--- src/rtl/div_pkg.sv ---
// Shared constants and types for the multi-cycle divider.
// Holds the state codes, result-ready flags, bus widths and ALU op codes used around it.
package div_pkg;

    localparam int RegBus       = 32;
    localparam int DoubleRegBus = 64;

    localparam logic RstEnable         = 1'b1;
    localparam logic DivResultReady    = 1'b1;
    localparam logic DivResultNotReady = 1'b0;
    localparam logic DivStart          = 1'b1;
    localparam logic DivStop           = 1'b0;

    localparam logic [7:0] EXE_DIV_OP  = 8'b0001_1010;
    localparam logic [7:0] EXE_DIVU_OP = 8'b0001_1011;

    typedef enum logic [1:0] {
        DivFree   = 2'b00,
        DivByZero = 2'b01,
        DivOn     = 2'b10,
        DivEnd    = 2'b11
    } div_state_e;

    // Magnitude of a value that is only treated as signed in signed mode.
    function automatic logic [RegBus-1:0] abs_val(input logic is_signed,
                                                  input logic [RegBus-1:0] v);
        return (is_signed && v[RegBus-1]) ? (~v + 1'b1) : v;
    endfunction

endpackage

--- src/rtl/div.sv ---
// Restoring divider (DIV/DIVU): result after 34 edges, or 2 edges for divide by zero.
// Result is held while start_i stays high; annul_i aborts any operation in flight.
module div
    import div_pkg::*;
(
    input  logic                    clk,
    input  logic                    rst,
    input  logic                    signed_div_i,
    input  logic [RegBus-1:0]       opdata1_i,
    input  logic [RegBus-1:0]       opdata2_i,
    input  logic                    start_i,
    input  logic                    annul_i,
    output logic [DoubleRegBus-1:0] result_o,
    output logic                    ready_o
);

    div_state_e               state_q, state_d;
    logic [5:0]               cnt_q, cnt_d;
    logic [DoubleRegBus:0]    work_q, work_d;
    logic [RegBus-1:0]        divisor_q, divisor_d;
    logic                     sgn_q, sgn_d;
    logic                     neg1_q, neg1_d;
    logic                     neg2_q, neg2_d;
    logic [DoubleRegBus-1:0]  result_q, result_d;
    logic                     ready_q, ready_d;

    logic [RegBus:0]          diff;
    logic [RegBus-1:0]        quot;
    logic [RegBus-1:0]        rem;
    logic                     accept;

    assign accept = start_i && !annul_i;
    assign diff   = {1'b0, work_q[63:32]} - {1'b0, divisor_q};
    assign quot   = (sgn_q && (neg1_q ^ neg2_q)) ? (~work_q[31:0] + 1'b1) : work_q[31:0];
    assign rem    = (sgn_q && neg1_q) ? (~work_q[64:33] + 1'b1) : work_q[64:33];

    always_ff @(posedge clk) begin
        if (rst == RstEnable) begin
            state_q   <= DivFree;
            cnt_q     <= '0;
            work_q    <= '0;
            divisor_q <= '0;
            sgn_q     <= 1'b0;
            neg1_q    <= 1'b0;
            neg2_q    <= 1'b0;
            result_q  <= '0;
            ready_q   <= DivResultNotReady;
        end else begin
            state_q   <= state_d;
            cnt_q     <= cnt_d;
            work_q    <= work_d;
            divisor_q <= divisor_d;
            sgn_q     <= sgn_d;
            neg1_q    <= neg1_d;
            neg2_q    <= neg2_d;
            result_q  <= result_d;
            ready_q   <= ready_d;
        end
    end

    always_comb begin
        state_d = state_q;
        unique case (state_q)
            DivFree: begin
                if (accept) begin
                    state_d = (opdata2_i == '0) ? DivByZero : DivOn;
                end
            end
            DivByZero: state_d = annul_i ? DivFree : DivEnd;
            DivOn: begin
                if (annul_i) begin
                    state_d = DivFree;
                end else if (cnt_q == 6'd32) begin
                    state_d = DivEnd;
                end
            end
            DivEnd: begin
                if (start_i == DivStop) begin
                    state_d = DivFree;
                end
            end
            default: state_d = DivFree;
        endcase
    end

    always_comb begin
        cnt_d     = cnt_q;
        work_d    = work_q;
        divisor_d = divisor_q;
        sgn_d     = sgn_q;
        neg1_d    = neg1_q;
        neg2_d    = neg2_q;
        result_d  = result_q;
        ready_d   = ready_q;
        unique case (state_q)
            DivFree: begin
                result_d = '0;
                ready_d  = DivResultNotReady;
                if (accept && (opdata2_i != '0)) begin
                    cnt_d     = '0;
                    work_d    = {32'b0, abs_val(signed_div_i, opdata1_i), 1'b0};
                    divisor_d = abs_val(signed_div_i, opdata2_i);
                    sgn_d     = signed_div_i;
                    neg1_d    = opdata1_i[RegBus-1];
                    neg2_d    = opdata2_i[RegBus-1];
                end
            end
            DivByZero: begin
                result_d = '0;
                ready_d  = annul_i ? DivResultNotReady : DivResultReady;
            end
            DivOn: begin
                if (annul_i) begin
                    cnt_d    = '0;
                    result_d = '0;
                    ready_d  = DivResultNotReady;
                end else if (cnt_q != 6'd32) begin
                    // A borrow out of bit 32 means the divisor does not fit: shift in 0.
                    work_d = diff[RegBus] ? {work_q[63:0], 1'b0}
                                          : {diff[31:0], work_q[31:0], 1'b1};
                    cnt_d  = cnt_q + 6'd1;
                end else begin
                    cnt_d    = '0;
                    result_d = {rem, quot};
                    ready_d  = DivResultReady;
                end
            end
            DivEnd: begin
                if (start_i == DivStop) begin
                    result_d = '0;
                    ready_d  = DivResultNotReady;
                end
            end
            default: begin
                result_d = '0;
                ready_d  = DivResultNotReady;
            end
        endcase
    end

    assign result_o = result_q;
    assign ready_o  = ready_q;

endmodule

--- config.mk ---
export PLATFORM = sky130hd
export DESIGN_NAME = div
export DESIGN_NICKNAME = d
export VERILOG_FILES = /design/src/rtl/div_pkg.sv /design/src/rtl/div.sv
export SDC_FILE = /design/constraint.sdc
export NUM_CORES = 1
export LEC_CHECK = 0
export ABC_AREA = 1
export BUFFER_PORTS_ARGS = -buffer_cell sky130_fd_sc_hd__buf_2
export CAP_MARGIN = 25
export CORE_MARGIN = 2
export CORE_UTILIZATION = 40
export DETAILED_ROUTE_END_ITERATION = 12
export MAX_ROUTING_LAYER = met4
export SLEW_MARGIN = 20
export SYNTH_ARGS = -nofsm -noshare
export SYNTH_HDL_FRONTEND = slang
export SYNTH_SLANG_ARGS = --single-unit
--- constraint.sdc ---
create_clock -name clk -period 2.4 [get_ports clk]
set_input_delay 0.48 -clock clk [delete_from_list [all_inputs] [get_ports clk]]
set_output_delay 0.48 -clock clk [all_outputs]
set_load 0.03 [all_outputs]
==> results.py, run 1 <==
metrics = {
    "status": {
        "status": "finished clean",
    },
    "power": {
        "p_seq_frac": 0.317,
        "p_sw_frac": 0.4142,
        "powerDensity_mw_per_mm2": 723.6,
        "finalPower_mw": 10.89,
        "vdd_drop_max_mv": 0.4935,
        "power_frac_clock": 0.274,
        "p_leak_nw": 7.454,
        "combPwrFrac": 0.409,
        "switchingPower_mw": 4.511,
        "internal_power_mw": 6.380,
    },
    "yosys": {
        "yosys.area.top_type_share": 0.2673,
        "ys_top_cells_by_area": "dfxtp_1 27%, nand2_1 19%, nand3_1 8.5%, inv_1 8.3%, a21oi_1 7.9%",
        "synth_fp_nets": 2280,
        "synth.top_cells.by_count": "654 x nand2_1, 287 x inv_1, 220 x nand3_1",
        "synth.distinct_cells": 45,
        "synth_seq_area_share": 0.2673,
        "syn_avg_cell_area_um2": 5.978,
        "yosysMostFrequentCell": "nand2_1",
        "synth_edf_count": 0,
        "syn_inst": 2167,
        "syn_area_mm2": 0.01295,
        "yosys_warnings": 0,
        "async_flop_share": 0,
        "synth_ff_type": "dfxtp_1",
        "synth-seq-cells": 173,
        "synth_top_area_cell": "dfxtp_1",
    },
    "cts": {
        "clk_latency_ns": 0.45,
        "cts_buffer_depth": 2,
        "path_clk_slew_ns": 0.07,
        "clock-root-buffer": "clkbuf_16",
        "cts_max_level": 4,
        "clkSinkCount": 173,
        "postCtsHoldBufs": 0,
        "cts_tree": "done",
        "numCtsBuffers": 17,
    },
    "finish": {
        "final_nets": 2415,
        "area_delta_synth_final_pct": 16.18,
        "drive_gt1_frac": 0.1245,
        "diodes": 0,
        "fin_area_mm2": 0.01505,
        "fin_cells": 2716,
        "fin_util": 0.4745,
    },
    "placement": {
        "pre_cts_ws_ns": 0.06068,
        "gp_congestion": 0.9723,
        "placed_cells": 2678,
        "hpwlAfterDp_mm": 33.90,
        "placed_area_mm2": 0.01425,
        "io_buffers": 133,
    },
    "sta": {
        "fin_crit_sh": 0.9341,
        "finalSetupTns_ns": 0,
        "slew_violations": 0,
        "whs_ns": 0.3259,
        "setup_viol": 0,
        "fin_worst_skew_ns": 0.01504,
        "tightest_slew_ns": 0.5318,
        "fmax_ghz": 0.4460,
        "maxSlewHeadroom": 0.6417,
        "layout_setup_ws_ns": 0.1581,
        "final_hold_viol_count": 0,
        "fin_crit_ns": 2.242,
    },
    "grt": {
        "met1_usage": 0.3433,
        "grt_pass1_wl_mm": 67.61,
        "antenna_found_initial": 0,
        "grt_start_max_net_pins": 104,
        "grt-ovfl-total": 0,
        "grt_util_met3": 0.02694,
        "track_usage": 0.2609,
        "grt-busiest-layer": "met2",
        "grt_pass1_vias": 13090,
        "met2_usage": 0.4075,
    },
    "worst_setup_path": {
        "crit_chain": "inv_1 -> ha_1 -> nand2_1 -> nor2_1 -> nand2_1 -> nor2_2 -> nand2_4 -> nand2_8 -> clkbuf_16 -> nand3_1 -> nand2_1 -> a21oi_1",
        "worstPathRequired_ns": 2.70,
        "crit_top_cell": "nand2_1",
        "worstSetupPathType": "flop to flop",
        "critPathArrivalTime_ns": 2.54,
        "max_stage_delay_ns": 0.40,
        "crit_path_end_kind": "flop",
        "crit_path_top_delay_cell": "ha_1",
        "cp_max_fo": 7,
        "startpoint_type": "flop",
    },
    "route": {
        "vias": 14050,
        "via_per_inst": 5.174,
        "drt-initial-drc-count": 1128,
        "totalWireLength_mm": 42.67,
        "drt_pass1_iterations": 5,
        "postRouteAntennaNets": 0,
        "routedWlPerCell_um": 15.71,
        "drc": 0,
    },
    "floorplanning": {
        "die_x_um": 184.0,
        "initial_core_util": 0.4084,
        "die_h_um": 184.0,
        "core_mm2": 0.03172,
        "die_area_mm2": 0.03384,
        "io_pins": 134,
        "rows": 65,
    },
    "job": {
        "drv_cap": 0,
    },
    "min_path": {
        "hold_class": "primary input to flop",
    },
}
-- power by group through the flow --
stage / Clock, mW / Combinational [mW] / Sequential (mW)
after floorplan: 0 / 3.12 / 3.47
after global placement: 0 / 4.29 / 3.50
after detailed placement: 0 / 4.31 / 3.51
after CTS: 3.04 / 4.33 / 3.44
after global routing: 3.14 / 5.02 / 3.49
final: 2.98 / 4.45 / 3.46
-- repair_timing --
item,CTS,global route
gates resized for setup,0,20
buffers inserted,0,3
setup endpoints to repair,0,34
-- metal layers --
layer / share of wire / vias up
met5: 0 / -
met4: 0.038 / 0
met3: 0.040 / 67
met2: 0.45 / 363
met1: 0.48 / 6401
li1: - / 7222
-- critical path: cells and delay by family, from the launching register on --
family | cells | cell delay (ns)
AOI/OAI and AO/OA | 1 | 0.05
adders and majority gates | 1 | 0.40
buffers and inverters | 2 | 0.32
DFF | 1 | 0.35
and+or+nand+nor | 8 | 0.96
-- cell families (layout without fill, tap and decap cells) --
logic type,after synthesis,count (layout),synth area share
AO/OA/AOI/OAI,346,346,0.1415
XOR/XNOR,73,73,0.04935
adder cells (fa/ha/maj),44,44,0.04308
buffers and inverters,372,517,0.1166
flip-flops,173,173,0.2673
AND/OR/NAND/NOR,1159,1161,0.3822
-- flip-flops by register name, indices dropped and copies added (netlist names) --
signal,flops
cnt_q,6
divisor_q,32
neg2_q,1
work_q,65
neg1_q,1
state_q,2
result_o,64
sgn_q,1
ready_o,1
-- worst paths after layout --
kind	start	end	slack [ns]	cells after the start
setup reg to reg	divisor_q[25]	work_q[54]	0.16	12
setup / recovery	divisor_q[25]	work_q[54]	0.16	12
hold / removal	opdata2_i[1]	divisor_q[1]	0.33	3
hold reg to reg	cnt_q[4]	cnt_q[4]	0.45	1
-- final cells by class --
| class | instances | area, um2 |
|---|---|---|
| timing repair buffer | 192 | 1279 |
| tap | 402 | 503.0 |
| sequential | 173 | 3466 |
| clock inverter | 13 | 190.2 |
| clock buffer | 18 | 429.2 |
| multi-input combinational | 1624 | 8080 |
| fill | 3451 | 16670 |
| inverter | 294 | 1104 |
-- cell usage in the layout (no fill, tap or decap), types with 39 or more instances in the layout --
cell type	synthesis	final
nand2_1	654	650
inv_1	287	286
nand3_1	220	220
a21oi_1	205	205
nor2_1	186	185
dfxtp_1	173	171
buf_2	28	132
o21ai_0	98	98
xor2_1	47	47
buf_4	3	46
ha_1	43	39
(Power assumes the default switching activity.)
==> inputs of run 2 (changes only) <==
--- a/config.mk
+++ b/config.mk
@@ -11,6 +11,7 @@
 export CORE_MARGIN = 2
 export CORE_UTILIZATION = 40
 export DETAILED_ROUTE_END_ITERATION = 12
+export GPL_TIMING_DRIVEN = 0
 export MAX_ROUTING_LAYER = met4
 export SLEW_MARGIN = 20
 export SYNTH_ARGS = -nofsm -noshare
==> run 2 against run 1 <==
Effect of this change: maximum frequency down 1.6%; highest routed layer unchanged; largest cell class unchanged; global-route usage up 2.5 points; die area unchanged; cell area up 0.70%; utilization up 0.33 points; setup slack worse by 0.036 ns; critical path depth up 1; critical path type unchanged; clock-buffer cell count unchanged; total power up 1.6%; worst hold slack better by 0.012 ns; non-clock buffer count up 33.
==> results.py, run 2 (synthesis results as in run 1) <==
metrics = {
    "sta": {
        "maxSlewHeadroom": 0.3242,
        "slew_violations": 0,
        "setup_viol": 0,
        "fin_crit_ns": 2.278,
        "finalSetupTns_ns": 0,
        "final_hold_viol_count": 0,
        "rsz0062_at_grt": "false",
        "fin_crit_sh": 0.9492,
        "whs_ns": 0.3378,
        "fmax_ghz": 0.4390,
        "tightest_slew_ns": 1.014,
        "fin_worst_skew_ns": 0.01245,
    },
    "route": {
        "drt-initial-drc-count": 1043,
        "drt_pass1_iterations": 6,
        "via_per_inst": 5.257,
        "totalWireLength_mm": 46.99,
        "routedWlPerCell_um": 17.10,
        "vias": 14450,
        "postRouteAntennaNets": 0,
        "drc": 0,
    },
    "worst_setup_path": {
        "critPathArrivalTime_ns": 2.65,
        "startpoint_type": "flop",
        "reg2reg_from": "divisor_q[16]",
        "worstSetupPathType": "flop to flop",
        "crit_path_end_kind": "flop",
        "cp_max_fo": 6,
        "crit_start": "divisor_q[16]",
        "worstPathRequired_ns": 2.77,
    },
    "finish": {
        "final_cell_mix": "650 x nand2_1, 278 x inv_1, 215 x nand3_1",
        "area_delta_synth_final_pct": 16.99,
        "fin_cells": 2748,
        "diodes": 0,
        "drive_gt1_frac": 0.1385,
        "largest_reg_flops": 65,
        "final_nets": 2446,
        "fin_area_mm2": 0.01516,
        "final_common_cell": "nand2_1",
        "top_register": "work_q",
    },
    "cts": {
        "cts_tree": "done",
        "path_clk_slew_ns": 0.07,
        "clk_latency_ns": 0.45,
        "postCtsHoldBufs": 0,
        "clock-root-buffer": "clkbuf_16",
        "cts_buffer_depth": 2,
        "numCtsBuffers": 17,
        "cts_max_level": 4,
        "clkSinkCount": 173,
    },
    "floorplanning": {
        "die_x_um": 184.0,
        "core_mm2": 0.03172,
        "io_pins": 134,
        "die_h_um": 184.0,
        "initial_core_util": 0.4084,
        "die_area_mm2": 0.03384,
        "rows": 65,
    },
    "grt": {
        "met2_usage": 0.4663,
        "antenna_found_initial": 0,
        "grt_start_max_net_pins": 17,
        "grt-busiest-layer": "met2",
        "grt_pass1_vias": 13500,
        "met1_usage": 0.3753,
        "track_usage": 0.2862,
        "grt_pass1_wl_mm": 73.15,
        "grt-ovfl-total": 0,
        "grt_util_met3": 0.02853,
    },
    "power": {
        "vdd_drop_max_mv": 0.5384,
        "switchingPower_mw": 4.754,
        "p_sw_frac": 0.4294,
        "p_leak_nw": 7.451,
        "finalPower_mw": 11.07,
        "powerDensity_mw_per_mm2": 730.5,
        "combPwrFrac": 0.421,
        "power_frac_clock": 0.266,
        "internal_power_mw": 6.317,
        "p_seq_frac": 0.313,
    },
    "min_path": {
        "hp-start": "opdata2_i[1]",
        "hold_class": "primary input to flop",
    },
    "status": {
        "status": "finished clean",
    },
    "job": {
        "drv_cap": 0,
    },
    "placement": {
        "io_buffers": 133,
        "hpwlAfterDp_mm": 38.02,
        "placed_area_mm2": 0.01412,
        "placed_cells": 2702,
        "gp_congestion": 0.9431,
    },
}
## run 2: cell count changes in the layout (fill, tap and decap cells not counted), sizes merged
| cell | change |
|---|---|
| bufinv | -1 |
| clkinvlp | -2 |
| buf | -2 |
| nand3 | -1 |
| inv | +2 |
| nand2 | -1 |
| clkbuf | +35 |
| clkinv | +2 |
## run 2: area by class of cell
| class | count | area [um2] |
|---|---|---|
| clock inverters | 14 | 183.9 |
| repair buffers | 147 | 800.8 |
| clock buffers | 18 | 429.2 |
| fillers | 3468 | 16560 |
| inverters | 294 | 1104 |
| well taps | 402 | 503.0 |
| flip-flops and latches | 173 | 3482 |
| multi-input cells | 1622 | 8209 |
| plain buffers | 78 | 444.2 |
## run 2: power by group through the flow
| stage | combinational (mW) | clock, mW | sequential, mW |
|---|---|---|---|
| floorplan | 3.12 | 0 | 3.47 |
| global route | 5.21 | 3.06 | 3.50 |
| finish | 4.66 | 2.94 | 3.47 |
| global placement | 4.38 | 0 | 3.50 |
| CTS | 4.49 | 2.96 | 3.45 |
| detailed placement | 4.41 | 0 | 3.51 |
## run 2: worst max-delay path, cell delays in order (launching register included)
cell and delay, ns:
dfxtp_1 0.35, inv_1 0.11, ha_1 0.38, nand2_1 0.13, nor2_2 0.16, nand2_1 0.14, nor2_4 0.19, nand2_8 0.10
nand2_8 0.11, nand3_4 0.12, clkbuf_16 0.19, nand2_1 0.05, nand2_1 0.05, a21oi_1 0.11
## run 2: what timing repair did
action,4_1_cts,5_1_grt
gates cloned,0,1
setup buffers,5,8
pin swaps,2,8
setup endpoints to repair,32,67
gates resized for setup,27,52
## run 2: through the flow
step	utilization	worst slack, ns
3_3_place_gp	0.4453	-0.3423
2_1_floorplan	-	0.2705
6_report	0.4778	0.1219
3_5_place_dp	0.4453	-0.3668
4_1_cts	0.4692	-0.003838
5_1_grt	0.4778	0.0002758
## run 2: worst paths after layout
path	depth (start not counted)	slack, ns	end
max	13	0.12	work_q[56]
min	3	0.34	divisor_q[1]
max reg2reg	13	0.12	work_q[56]
min reg2reg	1	0.45	cnt_q[4]
## run 2: layer usage
layer / share of wire / wire (um)
met1: 0.46 / 21690
met2: 0.46 / 21700
met4: 0.025 / 1184
met3: 0.051 / 2406
met5: 0 / 0
